[src/rtl/go_done_arbiter_pkg.sv]
// -----------------------------------------------------------------------------
// go_done_pkg
// Shared definitions for the go/done arbiter slice: the controller state
// encoding, the default slow-tick divider and a counter-width helper.
// No ports (package).
// -----------------------------------------------------------------------------
package go_done_pkg;

    // Controller state encoding.
    localparam logic [1:0] ST_IDLE      = 2'd0;
    localparam logic [1:0] ST_GO_HIGH   = 2'd1;
    localparam logic [1:0] ST_WAIT_DONE = 2'd2;
    localparam logic [1:0] ST_RELEASE   = 2'd3;

    // 12 MHz system clock divided down to a 20 Hz slow tick.
    localparam int DEFAULT_TICK_DIV = 600000;

    // Bits needed to hold the values 0..max_val-1; never less than one bit.
    function automatic int cnt_width(input int max_val);
        return (max_val > 1) ? $clog2(max_val) : 1;
    endfunction

endpackage

[src/rtl/go_done_arbiter_if.sv]
// -----------------------------------------------------------------------------
// go_done_arbiter_if
// Bundles the requester handshake (req/grant/reqDone/timeoutErr), the owner
// status (activeId/busy) and the worker handshake (workerGo/workerDone).
//   master : arbiter side  - drives grant, activeId, busy, workerGo,
//                            reqDone, timeoutErr; samples req, workerDone
//   slave  : client side   - drives req, workerDone; samples the rest
// Parameter N_REQ sets the number of requesters.
// -----------------------------------------------------------------------------
interface go_done_arbiter_if #(
    parameter int N_REQ = 4
);
    localparam int ID_W = (N_REQ > 1) ? $clog2(N_REQ) : 1;

    logic [N_REQ-1:0] req;
    logic [N_REQ-1:0] grant;
    logic [ID_W-1:0]  activeId;
    logic             busy;
    logic             workerGo;
    logic             workerDone;
    logic [N_REQ-1:0] reqDone;
    logic             timeoutErr;

    modport master (
        input  req,
        input  workerDone,
        output grant,
        output activeId,
        output busy,
        output workerGo,
        output reqDone,
        output timeoutErr
    );

    modport slave (
        output req,
        output workerDone,
        input  grant,
        input  activeId,
        input  busy,
        input  workerGo,
        input  reqDone,
        input  timeoutErr
    );

endinterface

[src/rtl/go_done_arbiter_tick.sv]
// -----------------------------------------------------------------------------
// tick_gen
// Free-running clock-enable generator. A counter runs 0..TICK_DIV-1 and tick
// is high for the single clk on which the counter sits at TICK_DIV-1, after
// which the counter wraps. Nothing stalls it, so every consumer of the tick
// sees the same slow time base.
// Ports:
//   clk   in   system clock
//   rstN  in   asynchronous active-low reset (counter returns to 0)
//   tick  out  one-clk-wide slow-tick enable
// -----------------------------------------------------------------------------
module tick_gen
    import go_done_pkg::*;
#(
    parameter int TICK_DIV = DEFAULT_TICK_DIV
) (
    input  logic clk,
    input  logic rstN,
    output logic tick
);

    localparam int             CW       = cnt_width(TICK_DIV);
    localparam logic [CW-1:0]  CNT_LAST = CW'(TICK_DIV - 1);

    logic [CW-1:0] cnt;

    assign tick = (cnt == CNT_LAST);

    always_ff @(posedge clk or negedge rstN) begin
        if (!rstN) begin
            cnt <= '0;
        end else if (tick) begin
            cnt <= '0;
        end else begin
            cnt <= cnt + 1'b1;
        end
    end

endmodule

[src/rtl/go_done_arbiter.sv]
// -----------------------------------------------------------------------------
// go_done_arbiter
// Round-robin owner of a single go/done worker shared by N_REQ requesters.
// Per job: grant one requester, hold workerGo for GO_TICKS slow ticks, drop
// it, wait for a rising edge on workerDone (or TIMEOUT_TICKS slow ticks),
// then pulse reqDone for the owner (with timeoutErr on an abort).
// Ports:
//   clk   in  system clock (single domain)
//   rstN  in  asynchronous active-low reset
//   bus   go_done_arbiter_if.master:
//         req[N_REQ]      in   level requests
//         grant[N_REQ]    out  one-hot owner, zero when idle
//         activeId        out  index of current / last owner
//         busy            out  high while a job is in flight
//         workerGo        out  go level to the worker
//         workerDone      in   worker done level
//         reqDone[N_REQ]  out  one-clk completion pulse to the owner
//         timeoutErr      out  one-clk pulse alongside reqDone on abort
//
// state      | meaning
// -----------+-----------------------------------------------------------
// IDLE       | no owner; round-robin pick on any request
// GO_HIGH    | workerGo held high, counting GO_TICKS slow ticks
// WAIT_DONE  | workerGo low, waiting for done rise or timeout
// RELEASE    | one clk: pulse reqDone, clear grant, remember owner
// -----------------------------------------------------------------------------
module go_done_arbiter
    import go_done_pkg::*;
#(
    parameter int N_REQ         = 4,
    parameter int TICK_DIV      = DEFAULT_TICK_DIV,
    parameter int GO_TICKS      = 2,
    parameter int TIMEOUT_TICKS = 16
) (
    input  logic                clk,
    input  logic                rstN,
    go_done_arbiter_if.master   bus
);

    localparam int ID_W   = (N_REQ > 1) ? $clog2(N_REQ) : 1;
    localparam int TC_MAX = (GO_TICKS > TIMEOUT_TICKS) ? GO_TICKS : TIMEOUT_TICKS;
    localparam int TC_W   = cnt_width(TC_MAX);

    localparam logic [TC_W-1:0] GO_LAST      = TC_W'(GO_TICKS - 1);
    localparam logic [TC_W-1:0] TIMEOUT_LAST = TC_W'(TIMEOUT_TICKS - 1);

    logic [1:0]       state;
    logic [ID_W-1:0]  last_id;
    logic [TC_W-1:0]  tick_cnt;
    logic             done_q;
    logic             abort_q;
    logic             tick;
    logic             done_rise;

    logic [N_REQ-1:0] grant_q;
    logic [ID_W-1:0]  active_id_q;
    logic             busy_q;
    logic             worker_go_q;
    logic [N_REQ-1:0] req_done_q;
    logic             timeout_err_q;

    // First set request after 'last', wrapping modulo N_REQ. The scan runs
    // from the farthest candidate back to the nearest so the nearest wins.
    function automatic logic [ID_W-1:0] rr_pick(
        input logic [N_REQ-1:0] r,
        input logic [ID_W-1:0]  last
    );
        logic [ID_W-1:0] pick;
        logic [ID_W-1:0] cand;
        pick = last;
        for (int k = N_REQ; k >= 1; k--) begin
            cand = ID_W'((int'(last) + k) % N_REQ);
            if (r[cand]) begin
                pick = cand;
            end
        end
        return pick;
    endfunction

    function automatic logic [N_REQ-1:0] onehot(input logic [ID_W-1:0] id);
        logic [N_REQ-1:0] oh;
        oh     = '0;
        oh[id] = 1'b1;
        return oh;
    endfunction

    tick_gen #(
        .TICK_DIV (TICK_DIV)
    ) u_tick (
        .clk  (clk),
        .rstN (rstN),
        .tick (tick)
    );

    assign done_rise = bus.workerDone & ~done_q;

    always_ff @(posedge clk or negedge rstN) begin
        if (!rstN) begin
            state         <= ST_IDLE;
            last_id       <= ID_W'(N_REQ - 1);
            tick_cnt      <= '0;
            done_q        <= 1'b0;
            abort_q       <= 1'b0;
            grant_q       <= '0;
            active_id_q   <= '0;
            busy_q        <= 1'b0;
            worker_go_q   <= 1'b0;
            req_done_q    <= '0;
            timeout_err_q <= 1'b0;
        end else begin
            done_q        <= bus.workerDone;
            req_done_q    <= '0;
            timeout_err_q <= 1'b0;

            case (state)
                ST_IDLE: begin
                    if (|bus.req) begin
                        active_id_q <= rr_pick(bus.req, last_id);
                        grant_q     <= onehot(rr_pick(bus.req, last_id));
                        busy_q      <= 1'b1;
                        worker_go_q <= 1'b1;
                        tick_cnt    <= '0;
                        abort_q     <= 1'b0;
                        state       <= ST_GO_HIGH;
                    end
                end

                // A done rise here is the previous job's level still being
                // cleared by the worker, so it is deliberately not looked at.
                ST_GO_HIGH: begin
                    if (tick) begin
                        if (tick_cnt == GO_LAST) begin
                            worker_go_q <= 1'b0;
                            tick_cnt    <= '0;
                            state       <= ST_WAIT_DONE;
                        end else begin
                            tick_cnt <= tick_cnt + 1'b1;
                        end
                    end
                end

                // Done is tested before the tick so a rise landing on the
                // final timeout tick completes the job normally.
                ST_WAIT_DONE: begin
                    if (done_rise) begin
                        abort_q <= 1'b0;
                        state   <= ST_RELEASE;
                    end else if (tick) begin
                        if (tick_cnt == TIMEOUT_LAST) begin
                            abort_q <= 1'b1;
                            state   <= ST_RELEASE;
                        end else begin
                            tick_cnt <= tick_cnt + 1'b1;
                        end
                    end
                end

                // reqDone fires on an abort too; timeoutErr tells them apart.
                ST_RELEASE: begin
                    req_done_q    <= onehot(active_id_q);
                    timeout_err_q <= abort_q;
                    grant_q       <= '0;
                    busy_q        <= 1'b0;
                    last_id       <= active_id_q;
                    state         <= ST_IDLE;
                end

                default: begin
                    state <= ST_IDLE;
                end
            endcase
        end
    end

    assign bus.grant      = grant_q;
    assign bus.activeId   = active_id_q;
    assign bus.busy       = busy_q;
    assign bus.workerGo   = worker_go_q;
    assign bus.reqDone    = req_done_q;
    assign bus.timeoutErr = timeout_err_q;

endmodule

[src/flat_wrapper.sv]
// flat-port wrapper written by rule: the top's interface ports become plain ports
module go_done_arbiter_flat import go_done_pkg::*;
#(
    parameter int N_REQ         = 4,
    parameter int TICK_DIV      = DEFAULT_TICK_DIV,
    parameter int GO_TICKS      = 2,
    parameter int TIMEOUT_TICKS = 16
)
  (clk, rstN, bus_req, bus_workerDone, bus_grant, bus_activeId, bus_busy, bus_workerGo, bus_reqDone, bus_timeoutErr);
  go_done_arbiter_if #(.N_REQ(N_REQ)) bus_i ();
  input  logic clk;
  input  logic rstN;
  input wire logic [$bits(bus_i.req)-1:0] bus_req;
  input wire logic [$bits(bus_i.workerDone)-1:0] bus_workerDone;
  output wire logic [$bits(bus_i.grant)-1:0] bus_grant;
  output wire logic [$bits(bus_i.activeId)-1:0] bus_activeId;
  output wire logic [$bits(bus_i.busy)-1:0] bus_busy;
  output wire logic [$bits(bus_i.workerGo)-1:0] bus_workerGo;
  output wire logic [$bits(bus_i.reqDone)-1:0] bus_reqDone;
  output wire logic [$bits(bus_i.timeoutErr)-1:0] bus_timeoutErr;
  assign bus_i.req = bus_req;
  assign bus_i.workerDone = bus_workerDone;
  assign bus_grant = bus_i.grant;
  assign bus_activeId = bus_i.activeId;
  assign bus_busy = bus_i.busy;
  assign bus_workerGo = bus_i.workerGo;
  assign bus_reqDone = bus_i.reqDone;
  assign bus_timeoutErr = bus_i.timeoutErr;
  go_done_arbiter #(.N_REQ(N_REQ), .TICK_DIV(TICK_DIV), .GO_TICKS(GO_TICKS), .TIMEOUT_TICKS(TIMEOUT_TICKS)) u_core (.clk(clk), .rstN(rstN), .bus(bus_i));
endmodule
[config.mk]
export PLATFORM = sky130hd
export DESIGN_NAME = go_done_arbiter_flat
export DESIGN_NICKNAME = d
export VERILOG_FILES = /design/src/rtl/go_done_arbiter_pkg.sv /design/src/rtl/go_done_arbiter_if.sv /design/src/rtl/go_done_arbiter_tick.sv /design/src/rtl/go_done_arbiter.sv /design/src/flat_wrapper.sv
export SDC_FILE = /design/constraint.sdc
export NUM_CORES = 1
export LEC_CHECK = 0
export CAP_MARGIN = 0
export CORE_MARGIN = 2
export CORE_UTILIZATION = 30
export CTS_CLUSTER_SIZE = 30
export DETAILED_ROUTE_END_ITERATION = 12
export SYNTH_ARGS = -nofsm -noshare
export SYNTH_HDL_FRONTEND = slang
export SYNTH_SLANG_ARGS = --single-unit
[constraint.sdc]
create_clock -name clk -period 1.9 [get_ports clk]
set_clock_uncertainty 0.1 [all_clocks]
set_input_delay 0.19 -clock clk [delete_from_list [all_inputs] [get_ports clk]]
set_output_delay 0.19 -clock clk [all_outputs]
set_load 0.005 [all_outputs]
==> results of run 1 <==
registers in the layout, summed over array words and instances (netlist names):
register	cells
u_core.abort_q	1
u_core.bus.activeId	2
u_core.bus.busy	1
u_core.bus.grant	4
u_core.bus.reqDone	4
u_core.bus.timeoutErr	1
u_core.bus.workerGo	1
u_core.done_q	1
u_core.last_id	2
u_core.state	2
u_core.tick_cnt	4
u_core.u_tick.cnt	20
critical path: cells and delay by family, from the launching register on:
kind	cells	cell delay, ns
compound gates	2	0.53
flops	1	0.38
simple gates	2	0.35
mux	1	0.32
fa+ha+maj	1	0.18
repair_timing:
action                                 in CTS  in global routing
setup endpoints to repair                   6                 13
cloned                                      0                  0
pin swaps                                   8                  5
resized for setup                          10                 14
hold buffers                                1                  0
buffers inserted                            6                  2
endpoints found under the hold margin      15                  0
placed cells by master (no fill, tap or decap), types with 2 or more instances in the layout:
cell,n
nor3_1,3
nand3_2,3
clkbuf_1,2
nor2b_1,4
dfstp_2,2
xor2_1,8
and3_1,5
mux2_4,3
dfrtp_1,41
nor4_2,2
clkdlybuf4s50_1,18
o31a_1,2
nand4_1,4
nor3_2,2
nor2_1,19
inv_1,10
a21oi_1,5
a21o_1,2
nand2_1,20
clkbuf_8,5
a2bb2oi_1,2
o41ai_2,2
ha_1,5
buf_4,42
o21ai_0,10
xnor2_1,7
nand3_1,5
nand2b_1,3
nor4_4,2
ha_2,2
or2_2,2
and2_1,2
power by group through the flow:
| stage | clock network (mW) | registers (mW) | logic [mW] |
|---|---|---|---|
| final | 0.541 | 1.15 | 0.762 |
| after global routing | 0.603 | 1.18 | 0.842 |
| after CTS | 0.568 | 1.15 | 0.724 |
| after detailed placement | 0 | 1.16 | 0.670 |
| after global placement | 0 | 1.16 | 0.656 |
| after floorplan | 0 | 1.16 | 0.320 |
logic make-up (layout without fill, tap and decap cells):
family                   count (synthesis)  after routing  share of synthesized area, %
multiplexers                             6              6                          3.05
AND/OR/NAND/NOR                         90             90                          23.6
flip-flops                              43             43                          49.5
buffers and inverters                   11             80                          1.90
AO/OA/AOI/OAI                           35             35                          11.9
adder cells (fa/ha/maj)                  7              7                          4.02
XOR/XNOR                                15             15                          6.03
per-layer routing:
layer	vias to the layer above	GRT usage (%)	part of all wire, %
met5	-	0	0
met4	0	3.26	0.99
met2	26	21.3	48
met1	822	14.7	48
met3	7	2.77	3.0
li1	874	-	-
worst paths after layout:
path                                                 start  slack [ns]                              end
max                         u_core.u_tick.cnt[1]$_DFF_PN0_       -0.07      u_core.state[0]$_DFFE_PN0P_
min                                                   rstN        0.27  u_core.bus.workerGo$_DFFE_PN0P_
max reg2reg                 u_core.u_tick.cnt[1]$_DFF_PN0_       -0.07      u_core.state[0]$_DFFE_PN0P_
min reg2reg                u_core.u_tick.cnt[19]$_DFF_PN0_        0.37  u_core.u_tick.cnt[19]$_DFF_PN0_
max in group asynchronous                             rstN        0.95   u_core.u_tick.cnt[5]$_DFF_PN0_
min in group clk                            bus_workerDone        0.28          u_core.done_q$_DFF_PN0_
stage by stage:
step,cells,setup TNS (ns),hold slack (ns)
2_1_floorplan,207,0,-0.206
3_3_place_gp,360,-1.05,0.0631
3_5_place_dp,360,-1.54,0.0612
4_1_cts,373,-0.0406,0.283
5_1_grt,375,-0.720,0.291
6_report,375,-0.191,0.274
cell type report:
cell class	count	share of cell area, %
Clock buffer	7	2.50
Inverter	10	1.23
Multi-Input combinational cell	153	39.5
Sequential cell	43	35.3
Tap cell	99	4.06
Timing Repair Buffer	63	17.4
==> reports/results.tsv, run 1 <==
stage	metric	value	unit
run_status	status	complete, but fails checks	
run_status	violations	setup timing	
pwr	p_clk_share	22.0	%
logic_synthesis	synthTopCellsByCount	dfrtp_1 (41), nand2_1 (21), nor2_1 (19), inv_1 (10), o21ai_0 (10)	
cts	clk_pin_slew	0.08	ns
placed_design	pre_cts_ws	-0.218	ns
pwr	power.internal	1.73	mW
global_route	grt_max_degree	27	
cells_and_area	final_util	42.8	%
critical_path	worstPathMaxFanout	7	
drt	first_pass_iters	4	
global_route	grt_usage	12.0	%
logic_synthesis	seq_area_frac_synth	49.5	%
critical_path	arrival	2.05	ns
drt	vias_per_cell	4.61	
pwr	switching_power	723	uW
timing	final_hold_viol_count	0	
timing	max_slew_margin	70.8	%
timing	slew_violations	0	
timing	fin_crit_sh	104	%
logic_synthesis	synth_warnings	0	
worst_hold_path	hp-class	input pin to asynchronous set/reset pin	
cells_and_area	diodes	0	
timing	max_freq	506	MHz
global_route	antenna_found_initial	0	
timing	worst_pin_slew	0.438	ns
cells_and_area	ff_latch_area	1080	um^2
cts	cts_buffers	5	
logic_synthesis	yosys.cell_types.count	47	
critical_path	path_cells	ha_2 > and3_4 > nand3_4 > a211oi_4 > o211a_1 > mux2_1	
cts	cts_tree	yes	
logic_synthesis	syn_area	2180	um^2
logic_synthesis	synth_edf_count	0	
run	maxCapViolCount	0	
die	coreArea	7140	um^2
pwr	vdd_drop_max	310	uV
critical_path	crit_type	flip-flop to flip-flop	
cts	cts_max_level	2	
logic_synthesis	syn_nets	221	
pwr	p_leak	1.40	nW
timing	period_minus_slack	1.97	ns
critical_path	r2r_cells	6	
cts	clock-sinks	43	
global_route	grt_pass1_vias	1692	
pwr	finalPower	2.45	mW
logic_synthesis	synthMostInstantiatedCell	dfrtp_1	
die	num_rows	31	
timing	fin_ws	-0.0746	ns
pwr	power_density	803	nW/um^2
pwr	sw_frac_of_total	29.5	%
critical_path	required	1.98	ns
die	io_pins	20	
logic_synthesis	async_flop_share	100	%
placed_design	gp_congestion	0.812	
global_route	grt_first_pass_wirelength	7540	um
drt	dr.first_iter.drc_count	58	
drt	vias	1729	
die	die_y	89.2	um
placed_design	placed_area	2790	um^2
logic_synthesis	synthFlopType	dfrtp_1	
die	die_area	7950	um^2
cells_and_area	areaGrowthSynthToFinish	40.3	%
pwr	p_comb_share	31.1	%
cells_and_area	drive_gt1_share	30.8	%
cells_and_area	nets	290	
logic_synthesis	ys_ff_latch	43	
placed_design	hpwl	3250	um
critical_path	start_kind	flip-flop	
logic_synthesis	syn_avg_cell_area	10.5	um^2
logic_synthesis	synth_cells	207	
drt	final_antenna_net_count	0	
die	die_x	89.2	um
cts	root_buffer	clkbuf_8	
cells_and_area	multiInputGateArea	1210	um^2
logic_synthesis	yosysTopAreaCell	dfrtp_1	
drt	drc	0	
cts	clock_path_buffers	2	
placed_design	io_buffers	19	
critical_path	crit_path_end_kind	flip-flop	
timing	setup_viol	4	
critical_path	cpMaxStageDelayCell	dfrtp_1	
logic_synthesis	netlist_top_cells_area	dfrtp_1 (47%), ha_1 (4.0%), nand2_1 (3.6%)	
global_route	grt_overflow	0	
die	initial_core_util	30.5	%
drt	wire_per_inst	12.4	um
drt	wirelength	4640	um
logic_synthesis	netlist.area_leader.share	47.1	%
cells_and_area	final_area	3050	um^2
cts	clock_latency	0.29	ns
critical_path	cp_slowest_stage_delay	0.38	ns
timing	rsz0062_at_grt	yes	
pwr	p_seq_share	46.9	%
cells_and_area	fill_cells	703	
(Power assumes the default switching activity.)
==> run 2, diff against run 1 <==
--- a/config.mk
+++ b/config.mk
@@ -8,6 +8,7 @@
 export CAP_MARGIN = 0
 export CORE_MARGIN = 2
 export CORE_UTILIZATION = 30
+export CTS_BUF_LIST = sky130_fd_sc_hd__clkbuf_2 sky130_fd_sc_hd__clkbuf_4 sky130_fd_sc_hd__clkbuf_8
 export CTS_CLUSTER_SIZE = 30
 export DETAILED_ROUTE_END_ITERATION = 12
 export SYNTH_ARGS = -nofsm -noshare
==> run 2 against run 1 <==
Effect of this change: the run still ends with setup timing left; clock-buffer cell count stayed put; power up 1.1%; via count hardly changed; routed wire length decreased by 0.15%.
==> reports/results.tsv, run 2 (synthesis gave the netlist of run 1 again) <==
stage	metric	value	unit	change
timing	max_slew_margin	70.8	%	about the same
pwr	p_leak	1.41	nW	+0.49%
critical_path	worstPathMaxFanout	7		unchanged
timing	finalSetupTns	-0.191	ns	-0.000779 ns
global_route	grt_usage	12.0	%	+0.019 points
cts	cts_max_level	2		unchanged
pwr	sw_frac_of_total	29.1	%	-0.37 points
placed_design	io_buffers	19		unchanged
cells_and_area	largest_reg_flops	20		unchanged
critical_path	crit_family	compound AO/OA/AOI/OAI gates		
critical_path	cp_slowest_stage_delay	0.38	ns	about the same
die	coreArea	7140	um^2	unchanged
die	die_x	89.2	um	unchanged
drt	drc	0		unchanged
drt	wirelength	4630	um	-0.15%
critical_path	required	1.97	ns	about the same
critical_path	cpMaxStageDelayCell	dfrtp_1		
drt	wire_per_inst	12.3	um	-0.15%
drt	dr.first_iter.drc_count	59		+1.7%
run_status	violations	setup timing		
timing	fin_ws	-0.0743	ns	+0.000263 ns
global_route	grt_overflow	0		unchanged
timing	fin_crit_sh	104	%	about the same
cts	clk_pin_slew	0.08	ns	about the same
global_route	grt_pass1_vias	1697		+0.30%
timing	final_hold_viol_count	0		unchanged
placed_design	hpwl	3250	um	unchanged
global_route	antenna_found_initial	0		unchanged
die	die_area	7950	um^2	unchanged
global_route	grt_max_degree	27		unchanged
drt	vias_per_cell	4.61		about the same
critical_path	cp.buffers_inverters	0		unchanged
cells_and_area	final_cell_mix	buf_4 (42), dfrtp_1 (41), nand2_1 (20), nor2_1 (19), clkdlybuf4s50_1 (18)		
pwr	power_density	810	nW/um^2	+0.87%
timing	max_freq	507	MHz	about the same
pwr	p_comb_share	30.7	%	-0.4 points
critical_path	crit_type	flip-flop to flip-flop		
cells_and_area	areaGrowthSynthToFinish	40.6	%	
cells_and_area	top_register	u_core.u_tick.cnt		
pwr	p_seq_share	46.4	%	-0.5 points
timing	setup_viol	4		unchanged
critical_path	path_cells	ha_2 > and3_4 > nand3_4 > a211oi_4 > o211a_1 > mux2_1		
drt	vias	1728		-0.058%
critical_path	start_kind	flip-flop		
cells_and_area	nets	290		unchanged
drt	first_pass_iters	4		unchanged
global_route	grt_first_pass_wirelength	7560	um	+0.19%
cts	root_buffer	clkbuf_8		
pwr	p_clk_share	22.9	%	+0.9 points
cts	clock_path_buffers	2		unchanged
pwr	vdd_drop_max	301	uV	-3.0%
placed_design	pre_cts_ws	-0.218	ns	unchanged
timing	slew_violations	0		unchanged
cells_and_area	diodes	0		unchanged
cts	clock_latency	0.29	ns	about the same
timing	worst_pin_slew	0.438	ns	-0.000757 ns
cells_and_area	final_area	3060	um^2	+0.25%
drt	final_antenna_net_count	0		unchanged
die	initial_core_util	30.5	%	unchanged
placed_design	gp_congestion	0.812		unchanged
die	num_rows	31		unchanged
timing	rsz0062_at_grt	yes		
die	die_y	89.2	um	unchanged
critical_path	crit_path_end_kind	flip-flop		
cts	cts_buffers	5		unchanged
pwr	power.internal	1.76	mW	+1.7%
cells_and_area	drive_gt1_share	31.5	%	+0.72 points
cells_and_area	final_common_cell	buf_4		
critical_path	arrival	2.05	ns	about the same
cells_and_area	final_util	42.9	%	+0.11 points
cts	cts_tree	yes		
run_status	status	complete, but fails checks		
pwr	switching_power	722	uW	-0.16%
die	io_pins	20		unchanged
timing	period_minus_slack	1.97	ns	-0.000263 ns
run	maxCapViolCount	0		unchanged
cts	clock-sinks	43		unchanged
placed_design	placed_area	2790	um^2	unchanged
worst_hold_path	hp-class	input pin to asynchronous set/reset pin		
## run 2: changes by cell type in the layout (fill, tap and decap cells not counted)
cell / previous run / this run
clkbuf_1: 2 / 0
clkbuf_4: 0 / 2
## run 2: power groups by stage
| stage | clock network, mW | logic [mW] | registers (mW) |
|---|---|---|---|
| 2_1_floorplan | 0 | 0.320 | 1.16 |
| 3_3_place_gp | 0 | 0.656 | 1.16 |
| 3_5_place_dp | 0 | 0.670 | 1.16 |
| 4_1_cts | 0.597 | 0.724 | 1.15 |
| 5_1_grt | 0.631 | 0.842 | 1.18 |
| 6_report | 0.567 | 0.762 | 1.15 |
## run 2: worst paths after layout
kind                            cells after the start                            start                              end  slack (ns)
worst min-delay path                                2                             rstN  u_core.bus.workerGo$_DFFE_PN0P_        0.27
max in group asynchronous                           3                             rstN   u_core.u_tick.cnt[5]$_DFF_PN0_        0.95
worst max register to register                      6   u_core.u_tick.cnt[1]$_DFF_PN0_      u_core.state[0]$_DFFE_PN0P_       -0.07
min in group clk                                    1                   bus_workerDone          u_core.done_q$_DFF_PN0_        0.28
worst min register to register                      1  u_core.u_tick.cnt[19]$_DFF_PN0_  u_core.u_tick.cnt[19]$_DFF_PN0_        0.37
worst max-delay path                                6   u_core.u_tick.cnt[1]$_DFF_PN0_      u_core.state[0]$_DFFE_PN0P_       -0.07
## run 2: cell type report
cell class	count	area, um^2
Tap cell	99	124
Inverter	10	37.5
Timing Repair Buffer	63	531
Sequential cell	43	1080
Clock buffer	7	83.8
Multi-Input combinational cell	153	1210
Fill cell	706	4080
## run 2: metal layers
metal	track usage [%]	share of wire, %
met3	2.77	3.1
met4	3.26	0.99
met1	14.7	48
met2	21.3	48
met5	0	0
## run 2: repair_timing
action                     CTS  global route
hold endpoints to repair    15             0
setup endpoints to repair    6            13
hold buffers                 1             0
buffers inserted             6             2
resized for setup           10            14
pin swaps                    8             5
## run 2: metrics by stage
step           std cells  power [mW]  hold WS (ns)
4_1_cts              373        2.47         0.283
2_1_floorplan        207        1.48        -0.206
3_3_place_gp         360        1.82        0.0631
6_report             375        2.48         0.274
3_5_place_dp         360        1.83        0.0612
5_1_grt              375        2.65         0.292
